$ cat config.mk
export PLATFORM = sky130hd
export DESIGN_NAME = adbg_tap_ctrl
export DESIGN_NICKNAME = d
export VERILOG_FILES = /design/src/rtl/adbg_tap_ctrl.sv
export SDC_FILE = /design/constraint.sdc
export NUM_CORES = 1
export LEC_CHECK = 0
export BUFFER_PORTS_ARGS = -buffer_cell sky130_fd_sc_hd__clkbuf_2
export CAP_MARGIN = 10
export CORE_UTILIZATION = 49
export CTS_CLUSTER_SIZE = 12
export DETAILED_ROUTE_END_ITERATION = 7
export HOLD_SLACK_MARGIN = 0.15
export PLACE_DENSITY = 0.79
export SYNTH_ARGS = -nofsm -noshare
export SYNTH_HDL_FRONTEND = slang
export SYNTH_SLANG_ARGS = --single-unit
$ cat constraint.sdc
create_clock -name tck_i -period 1.33 [get_ports tck_i]
set_clock_uncertainty 0.2 [all_clocks]
set_input_delay 0.133 -clock tck_i [delete_from_list [all_inputs] [get_ports tck_i]]
set_output_delay 0.133 -clock tck_i [all_outputs]
set_load 0.03 [all_outputs]
$ cat src/rtl/adbg_tap_ctrl.sv
`default_nettype none
// ============================================================================
// Module   : adbg_tap_ctrl
// Purpose  : IEEE 1149.1 TAP controller for the advanced debug interface.
//            Decodes TMS into the 16-state TAP FSM, holds the instruction
//            register, generates the DR strobes and DEBUG select used by the
//            AXI debug top, and multiplexes TDO between IR, BYPASS, IDCODE
//            and the debug module's serial output.
//
// Build option:
//   JTAG_IDCODE_EN  defined   -> 32-bit IDCODE register present; reset/TLR
//                                load IR_IDCODE.
//                   undefined -> no IDCODE register; IR_IDCODE decodes as
//                                BYPASS; reset/TLR load IR_BYPASS.
//
// Ports:
//   tck_i              in   JTAG clock (posedge logic, negedge TDO)
//   trstn_i            in   asynchronous active-low reset
//   tms_i              in   test mode select
//   tdi_i              in   serial data in
//   tdo_o              out  serial data out (negedge registered)
//   tdo_oe_o           out  TDO output enable (negedge registered)
//   debug_tdo_i        in   serial output of the debug module
//   debug_select_o     out  IR holds the DEBUG opcode
//   shift_dr_o         out  FSM in Shift-DR
//   pause_dr_o         out  FSM in Pause-DR
//   update_dr_o        out  FSM in Update-DR
//   capture_dr_o       out  FSM in Capture-DR
//   test_logic_reset_o out  FSM in Test-Logic-Reset
//
// Revision : 1.0 - initial release
// ============================================================================
module adbg_tap_ctrl #(
  parameter int unsigned         IR_WIDTH     = 4,
  parameter logic [31:0]         IDCODE_VALUE = 32'h149511C3,
  parameter logic [IR_WIDTH-1:0] IR_IDCODE    = 4'b0010,
  parameter logic [IR_WIDTH-1:0] IR_DEBUG     = 4'b1000,
  parameter logic [IR_WIDTH-1:0] IR_BYPASS    = 4'b1111
) (
  input  logic tck_i,
  input  logic trstn_i,
  input  logic tms_i,
  input  logic tdi_i,
  output logic tdo_o,
  output logic tdo_oe_o,
  input  logic debug_tdo_i,
  output logic debug_select_o,
  output logic shift_dr_o,
  output logic pause_dr_o,
  output logic update_dr_o,
  output logic capture_dr_o,
  output logic test_logic_reset_o
);

`ifdef JTAG_IDCODE_EN
  localparam bit c_IDCODE_PRESENT = 1'b1;
`else
  localparam bit c_IDCODE_PRESENT = 1'b0;
`endif

  // Instruction loaded by reset and held while in Test-Logic-Reset.
  localparam logic [IR_WIDTH-1:0] c_IR_RESET   = c_IDCODE_PRESENT ? IR_IDCODE : IR_BYPASS;
  // Capture-IR pattern: LSBs 2'b01, upper bits zero.
  localparam logic [IR_WIDTH-1:0] c_IR_CAPTURE = IR_WIDTH'(2'b01);

  typedef enum logic [3:0] {
    S_TLR      = 4'h0,
    S_RTI      = 4'h1,
    S_SEL_DR   = 4'h2,
    S_CAP_DR   = 4'h3,
    S_SHIFT_DR = 4'h4,
    S_EX1_DR   = 4'h5,
    S_PAUSE_DR = 4'h6,
    S_EX2_DR   = 4'h7,
    S_UPD_DR   = 4'h8,
    S_SEL_IR   = 4'h9,
    S_CAP_IR   = 4'hA,
    S_SHIFT_IR = 4'hB,
    S_EX1_IR   = 4'hC,
    S_PAUSE_IR = 4'hD,
    S_EX2_IR   = 4'hE,
    S_UPD_IR   = 4'hF
  } tap_state_t;

  tap_state_t          r_state;
  tap_state_t          w_state_next;
  logic                r_tlr;
  logic                r_shift_dr;
  logic                r_pause_dr;
  logic                r_update_dr;
  logic                r_capture_dr;
  logic [IR_WIDTH-1:0] r_ir_shift;
  logic [IR_WIDTH-1:0] r_ir;
  logic                r_debug_sel;
  logic                r_bypass;
  logic                w_sel_idcode;
  logic                w_idcode_lsb;
  logic                w_tdo;
  logic                r_tdo;
  logic                r_tdo_oe;

  // --------------------------------------------------------------------------
  // TAP next-state decode
  // --------------------------------------------------------------------------
  always_comb begin
    w_state_next = r_state;
    case (r_state)
      S_TLR:      w_state_next = tms_i ? S_TLR    : S_RTI;
      S_RTI:      w_state_next = tms_i ? S_SEL_DR : S_RTI;
      S_SEL_DR:   w_state_next = tms_i ? S_SEL_IR : S_CAP_DR;
      S_CAP_DR:   w_state_next = tms_i ? S_EX1_DR : S_SHIFT_DR;
      S_SHIFT_DR: w_state_next = tms_i ? S_EX1_DR : S_SHIFT_DR;
      S_EX1_DR:   w_state_next = tms_i ? S_UPD_DR : S_PAUSE_DR;
      S_PAUSE_DR: w_state_next = tms_i ? S_EX2_DR : S_PAUSE_DR;
      S_EX2_DR:   w_state_next = tms_i ? S_UPD_DR : S_SHIFT_DR;
      S_UPD_DR:   w_state_next = tms_i ? S_SEL_DR : S_RTI;
      S_SEL_IR:   w_state_next = tms_i ? S_TLR    : S_CAP_IR;
      S_CAP_IR:   w_state_next = tms_i ? S_EX1_IR : S_SHIFT_IR;
      S_SHIFT_IR: w_state_next = tms_i ? S_EX1_IR : S_SHIFT_IR;
      S_EX1_IR:   w_state_next = tms_i ? S_UPD_IR : S_PAUSE_IR;
      S_PAUSE_IR: w_state_next = tms_i ? S_EX2_IR : S_PAUSE_IR;
      S_EX2_IR:   w_state_next = tms_i ? S_UPD_IR : S_SHIFT_IR;
      S_UPD_IR:   w_state_next = tms_i ? S_SEL_DR : S_RTI;
      default:    w_state_next = S_TLR;
    endcase
  end

  // --------------------------------------------------------------------------
  // State register and strobes. Strobes are registered from the next state so
  // each one is a clean flop output that is high for exactly the tck period
  // the FSM spends in the matching state.
  // --------------------------------------------------------------------------
  always_ff @(posedge tck_i or negedge trstn_i) begin
    if (!trstn_i) begin
      r_state      <= S_TLR;
      r_tlr        <= 1'b1;
      r_shift_dr   <= 1'b0;
      r_pause_dr   <= 1'b0;
      r_update_dr  <= 1'b0;
      r_capture_dr <= 1'b0;
    end else begin
      r_state      <= w_state_next;
      r_tlr        <= (w_state_next == S_TLR);
      r_shift_dr   <= (w_state_next == S_SHIFT_DR);
      r_pause_dr   <= (w_state_next == S_PAUSE_DR);
      r_update_dr  <= (w_state_next == S_UPD_DR);
      r_capture_dr <= (w_state_next == S_CAP_DR);
    end
  end

  // --------------------------------------------------------------------------
  // Instruction register. The reset opcode is forced on the same edge that
  // enters Test-Logic-Reset so the IR and debug select are already settled
  // while test_logic_reset_o is high. Any partial shift is dropped there.
  // --------------------------------------------------------------------------
  always_ff @(posedge tck_i or negedge trstn_i) begin
    if (!trstn_i) begin
      r_ir_shift  <= '0;
      r_ir        <= c_IR_RESET;
      r_debug_sel <= (c_IR_RESET == IR_DEBUG);
    end else if (w_state_next == S_TLR) begin
      r_ir_shift  <= '0;
      r_ir        <= c_IR_RESET;
      r_debug_sel <= (c_IR_RESET == IR_DEBUG);
    end else begin
      case (r_state)
        S_CAP_IR:   r_ir_shift <= c_IR_CAPTURE;
        S_SHIFT_IR: r_ir_shift <= {tdi_i, r_ir_shift[IR_WIDTH-1:1]};
        S_UPD_IR: begin
          r_ir        <= r_ir_shift;
          r_debug_sel <= (r_ir_shift == IR_DEBUG);
        end
        default: ;
      endcase
    end
  end

  // Opcodes other than DEBUG and (when present) IDCODE fall through to BYPASS.
  assign w_sel_idcode = c_IDCODE_PRESENT && (r_ir == IR_IDCODE);

  // --------------------------------------------------------------------------
  // BYPASS register
  // --------------------------------------------------------------------------
  always_ff @(posedge tck_i or negedge trstn_i) begin
    if (!trstn_i) begin
      r_bypass <= 1'b0;
    end else begin
      case (r_state)
        S_CAP_DR:   r_bypass <= 1'b0;
        S_SHIFT_DR: r_bypass <= tdi_i;
        default: ;
      endcase
    end
  end

  // --------------------------------------------------------------------------
  // IDCODE register
  // --------------------------------------------------------------------------
`ifdef JTAG_IDCODE_EN
  logic [31:0] r_idcode_shift;

  always_ff @(posedge tck_i or negedge trstn_i) begin
    if (!trstn_i) begin
      r_idcode_shift <= IDCODE_VALUE;
    end else begin
      case (r_state)
        S_CAP_DR:   r_idcode_shift <= IDCODE_VALUE;
        S_SHIFT_DR: r_idcode_shift <= {tdi_i, r_idcode_shift[31:1]};
        default: ;
      endcase
    end
  end

  assign w_idcode_lsb = r_idcode_shift[0];
`else
  // Never selected in this build (w_sel_idcode is constant 0).
  assign w_idcode_lsb = IDCODE_VALUE[0];
`endif

  // --------------------------------------------------------------------------
  // TDO source select, launched on the falling edge so TDO is stable across
  // the next rising edge at the far end of the scan chain.
  // --------------------------------------------------------------------------
  always_comb begin
    w_tdo = 1'b0;
    if (r_state == S_SHIFT_IR) begin
      w_tdo = r_ir_shift[0];
    end else if (r_state == S_SHIFT_DR) begin
      if (r_debug_sel) begin
        w_tdo = debug_tdo_i;
      end else if (w_sel_idcode) begin
        w_tdo = w_idcode_lsb;
      end else begin
        w_tdo = r_bypass;
      end
    end
  end

  always_ff @(negedge tck_i or negedge trstn_i) begin
    if (!trstn_i) begin
      r_tdo    <= 1'b0;
      r_tdo_oe <= 1'b0;
    end else begin
      r_tdo    <= w_tdo;
      r_tdo_oe <= (r_state == S_SHIFT_IR) || (r_state == S_SHIFT_DR);
    end
  end

  assign tdo_o              = r_tdo;
  assign tdo_oe_o           = r_tdo_oe;
  assign debug_select_o     = r_debug_sel;
  assign shift_dr_o         = r_shift_dr;
  assign pause_dr_o         = r_pause_dr;
  assign update_dr_o        = r_update_dr;
  assign capture_dr_o       = r_capture_dr;
  assign test_logic_reset_o = r_tlr;

endmodule
`default_nettype wire

==> results of run 1 <==
[worst min-delay path: stages]
cell and delay [ns]:
clkbuf_2 0.11, or4b_4 0.22, o211ai_1 0.08, nand2_1 0.06
[how the worst max path moves through the flow]
stage	end	slack (ns)	cells after the start
after detailed placement	tdo_o	-0.64	2
final	tdo_o	-0.62	2
after global placement	tdo_o	-0.59	2
after floorplan	tdo_oe_o	-0.58	3
after global routing	tdo_oe_o	-0.66	3
after CTS	tdo_o	-0.60	2
[routing by layer]
layer	wire length (µm)	track usage, %
met2	1300	44.1
met5	0	0
met1	1060	32.7
met3	73	5.60
met4	65	14.5
[cell usage in the layout (no fill, tap or decap), types with 4 or more instances in the layout]
cell type and n:
o211ai_1 4, dfrtp_1 14, a21oi_1 4, buf_6 6, nand2_1 6, buf_4 11, clkbuf_2 8, buf_8 5
[cells by family (layout without fill, tap and decap cells)]
family	after synthesis	in the layout	synth area share, %
xor+xnor	3	3	2.88
compound gates	24	24	18.2
flops	17	17	46.8
mux	2	2	2.19
buf+inv	12	44	6.72
simple gates	35	35	23.2
[power breakdown]
group / internal (mW) / total [mW] / leakage, nW / switching [mW]
Sequential: 0.731 / 0.912 / 0.211 / 0.181
Clock: 0.117 / 0.283 / 0.0150 / 0.166
Combinational: 1.11 / 2.19 / 0.401 / 1.09
Total: 1.95 / 3.39 / 0.628 / 1.44
[final cells by class]
type                       instances  area, µm²
tap                               25       31.3
fill                             117        373
timing repair buffer              37        375
clock buffer                       4       26.3
sequential                        17        427
inverter                           3       11.3
multi-input combinational         64        483
[through the flow]
step | instances | utilization (%) | instance area (µm²) | setup slack, ns | hold WS (ns)
after floorplan | 93 | - | 916 | -0.575 | -0.363
after global placement | 137 | 62.9 | 1090 | -0.589 | -0.232
after detailed placement | 137 | 62.9 | 1090 | -0.636 | -0.230
after CTS | 148 | 74.6 | 1290 | -0.599 | 0.127
after global routing | 150 | 78.4 | 1350 | -0.658 | 0.153
final | 150 | 78.4 | 1350 | -0.623 | 0.128
[what timing repair did]
item,4_1_cts,5_1_grt
gates cloned,1,0
hold endpoints to repair,25,0
gates resized for setup,22,17
hold buffers,4,0
pin swaps,12,4
endpoints found under the setup margin,17,20
buffers inserted,2,5
==> impl_metrics.toml, run 1 <==
[yosys]
yosysMostFrequentCell = "dfrtp_1"
synth_area_leader_cell = "dfrtp_1"
yosysTopAreaCellShare_pct = 38.4
synthArstFlopShare_pct = 100
synth_fp_nets = 98
synth-edff-count = 0
ys_seq_area_share_pct = 46.8
avgSynthCellArea_um2 = 9.81
ys_ff_latch = 17
synthTopCellsByArea = "dfrtp_1 (38%), dfrtn_1 (5.5%), buf_2 (3.8%), o211ai_1 (3.3%), dfstp_2 (2.9%)"
synth-main-ff-cell = "dfrtp_1"
ys_top_cells_by_count = "dfrtp_1 (14), buf_2 (7), nand2_1 (6)"
syn_inst = 93
synth.distinct_cells = 41
syn_area_um2 = 912
synth_warnings = 0

[worst_setup_path]
crit_buf_inv = 0
rr_worst_depth = 2
cp-start-kind = "flop"
crit_chain = "or4b_4, o21ai_2"
worstReg2RegStart = "r_state[0]"
cp.arrival_ns = 1.42
cpPeakStageDelay_ns = 0.57
worst-r2r-setup-slack_ns = -0.62
worst_setup_path_end_kind = "flop"
crit_type = "flop to flop"
cp_data_required_time_ns = 0.79
worst_r2r_endpoint = "tdo_o"
critPathLaunch = "r_state[0]"
crit_fanout = 3
crit_family = "simple AND/OR/NAND/NOR gates"
cp_slowest_cell = "or4b_4"

[global_route]
grt_overflow = 0
grt_start_max_net_pins = 17
grt_pass1_wl_um = 3860
grt_pass1_vias = 879
grt_antenna_before_repair = 0
track_usage_pct = 26.8

[clocking]
clk-insertion-delay-late_ns = 0.29
cts-root-buf = "clkbuf_4"
cts_tree = "built"
htree_levels = 1
clk_pin_slew_ns = 0.10
cts-buffers-inserted = 3
cts_sinks = 17
clock_path_buffers = 2

[hold_path]
hold_path_class = "primary input to flop"
min_delay_path_depth = 4
min_from = "tms_i"
holdPathEnd = "r_ir_shift[2]"

[detailed_routing]
drtAntennaViolNets = 0
viasPerCell = 5.72
vias = 858
drt_iter0_drc = 9
drt_first_pass_iters = 4
wl_um = 2490
drcViolationCount = 0
avgRoutedWirePerCell_um = 16.6

[timing]
hold_viol_final = 0
rsz0062_at_grt = "yes"
maxSlewHeadroom_pct = 82.2
fin_ws_ns = -0.623
tns_ns = -5.12
slew_violations = 0
setup_violations = 18
max_slew.worst_pin.slew_ns = 0.264

[finish]
synthToLayoutAreaGrowth_pct = 48.4
antenna_cells = 0
drive_gt1_share_pct = 39.2
reg_top3 = "r_ir_shift (4), r_state (4)"
final_nets = 131

[placed_design]
place_hpwl_um = 1390
gp_routability_congestion = 0.806
io_buffers = 12

[die]
initial_utilization_pct = 52.8
core_mm2 = 0.00173
dieArea_mm2 = 0.00204
placementRows = 15
io_pins = 13
die_height_um = 45.1
die_x_um = 45.1

[power_and_ir_drop]
ir_drop_uv = 1570
power_mw = 3.39
static-leakage-power_nw = 0.628
powerDensity_mw_per_mm2 = 2500

[run]
drv_cap = 0

[outcome]
violations = "setup timing"
run_status = "complete, but fails checks"
Note: power is estimated with default switching activity, not from simulation.
==> inputs of run 2 (changes only) <==
--- a/config.mk
+++ b/config.mk
@@ -7,7 +7,9 @@
 export LEC_CHECK = 0
 export BUFFER_PORTS_ARGS = -buffer_cell sky130_fd_sc_hd__clkbuf_2
 export CAP_MARGIN = 10
-export CORE_UTILIZATION = 49
+export CELL_PAD_IN_SITES_DETAIL_PLACEMENT = 0
+export CELL_PAD_IN_SITES_GLOBAL_PLACEMENT = 1
+export CORE_UTILIZATION = 38
 export CTS_CLUSTER_SIZE = 12
 export DETAILED_ROUTE_END_ITERATION = 7
 export HOLD_SLACK_MARGIN = 0.15
==> impl_metrics.toml, run 2 (same netlist as run 1, synthesis figures left out) <==
[outcome]
run_status = "complete, but fails checks"
violations = "setup timing"

[timing]
max_slew.worst_pin.slew_ns = 0.247
hold_ws_ns = 0.132
setup_violations = 18
hold_viol_final = 0
maxSlewHeadroom_pct = 83.4
tns_ns = -5.52
slew_violations = 0
rsz0062_at_grt = "yes"
fin_ws_ns = -0.590

[power_and_ir_drop]
ir_drop_uv = 1250
powerDensity_mw_per_mm2 = 2490
static-leakage-power_nw = 0.671
power_mw = 3.67

[worst_setup_path]
worst_setup_path_end_kind = "flop"
cp_data_required_time_ns = 0.79
cp-start-kind = "flop"
cp.arrival_ns = 1.38
rr_worst_depth = 2
crit_type = "flop to flop"
crit_fanout = 3

[finish]
final_cell_mix = "buf_4 (16), dfrtp_1 (14), buf_6 (12)"
final_nets = 140
fill_cells = 169
reg_top3 = "r_ir_shift (4), r_state (4)"
final_common_cell = "buf_4"
antenna_cells = 0
synthToLayoutAreaGrowth_pct = 61.7
drive_gt1_share_pct = 49.3

[hold_path]
min_delay_path_depth = 4
hold_path_class = "primary input to flop"

[clocking]
htree_levels = 1
ctsHoldBuffers = 4
clk-insertion-delay-late_ns = 0.28
cts_sinks = 17
cts-buffers-inserted = 3
clk_pin_slew_ns = 0.11
clock_path_buffers = 2
cts_tree = "built"
cts-root-buf = "clkbuf_4"

[detailed_routing]
drcViolationCount = 0
drt_iter0_drc = 13
drtAntennaViolNets = 0
vias = 884
avgRoutedWirePerCell_um = 15.5
drt_first_pass_iters = 4
wl_um = 2510
viasPerCell = 5.46

[die]
die_height_um = 51.0
initial_utilization_pct = 40.8
core_mm2 = 0.00223
die_x_um = 51.0
placementRows = 17
io_pins = 13
dieArea_mm2 = 0.00260

[placed_design]
io_buffers = 12
gp_routability_congestion = 0.794
place_hpwl_um = 1470

[global_route]
grt_overflow = 0
track_usage_pct = 20.1
grt_antenna_before_repair = 0
grt_pass1_vias = 844
grt_start_max_net_pins = 21
grt_pass1_wl_um = 3810

[run]
drv_cap = 0
## run 2: changes by cell type in the layout (fill, tap and decap cells not counted), sizes merged
cell and delta:
dlygate4sd3 +1, buf +8, dlymetal6s4s -1, clkbuf +1
## run 2: final cells by class
cell class / count / area [µm²] / area share [%]
Timing Repair Buffer: 46 / 445 / 30.2
Sequential cell: 17 / 427 / 28.9
Inverter: 3 / 11.3 / 0.763
Multi-Input combinational cell: 64 / 531 / 36.0
Tap cell: 28 / 35.0 / 2.37
Clock buffer: 4 / 26.3 / 1.78
## run 2: per-stage QoR
stage	util [%]	cells	area [µm²]	worst slack, ns
2_1_floorplan	-	93	916	-0.575
3_5_place_dp	48.6	141	1080	-0.622
4_1_cts	58.2	152	1300	-0.585
3_3_place_gp	48.6	141	1080	-0.578
5_1_grt	66.1	162	1480	-0.616
6_report	66.1	162	1480	-0.590
## run 2: timing repair
action	in CTS	in global routing
gates cloned	0	1
pin swaps	12	13
resized for setup	30	26
endpoints found under the hold margin	24	1
endpoints found under the setup margin	20	20
setup buffers	3	10
## run 2: where the power goes
group	internal, mW	leakage, nW	switching [mW]	total (mW)
Sequential	0.731	0.211	0.151	0.883
Clock	0.116	0.0150	0.168	0.284
Combinational	1.31	0.445	1.20	2.51
## run 2: worst paths after layout
| path | start | to | slack (ns) |
|---|---|---|---|
| setup reg to reg | r_state[1] | tdo_o | -0.59 |
| max in group asynchronous | trstn_i | tdo_o | 0.29 |
| hold / removal | tms_i | r_ir_shift[1] | 0.13 |
| hold reg to reg | r_ir_shift[3] | r_ir_shift[2] | 0.39 |
| min in group asynchronous | trstn_i | capture_dr_o | 0.16 |
| setup / recovery | r_state[1] | tdo_o | -0.59 |
## run 2: routing by layer
layer	part of all wire, %	vias to the layer above	track usage (%)
met5	0	-	0
li1	-	428	-
met3	3.9	4	2.68
met4	1.5	0	12.5
met2	51	25	31.8
met1	43	427	25.6
## run 2: critical path, stage by stage (launching register included)
cell	delay [ns]
dfrtp_1	0.40
or4b_4	0.56
o21ai_2	0.13
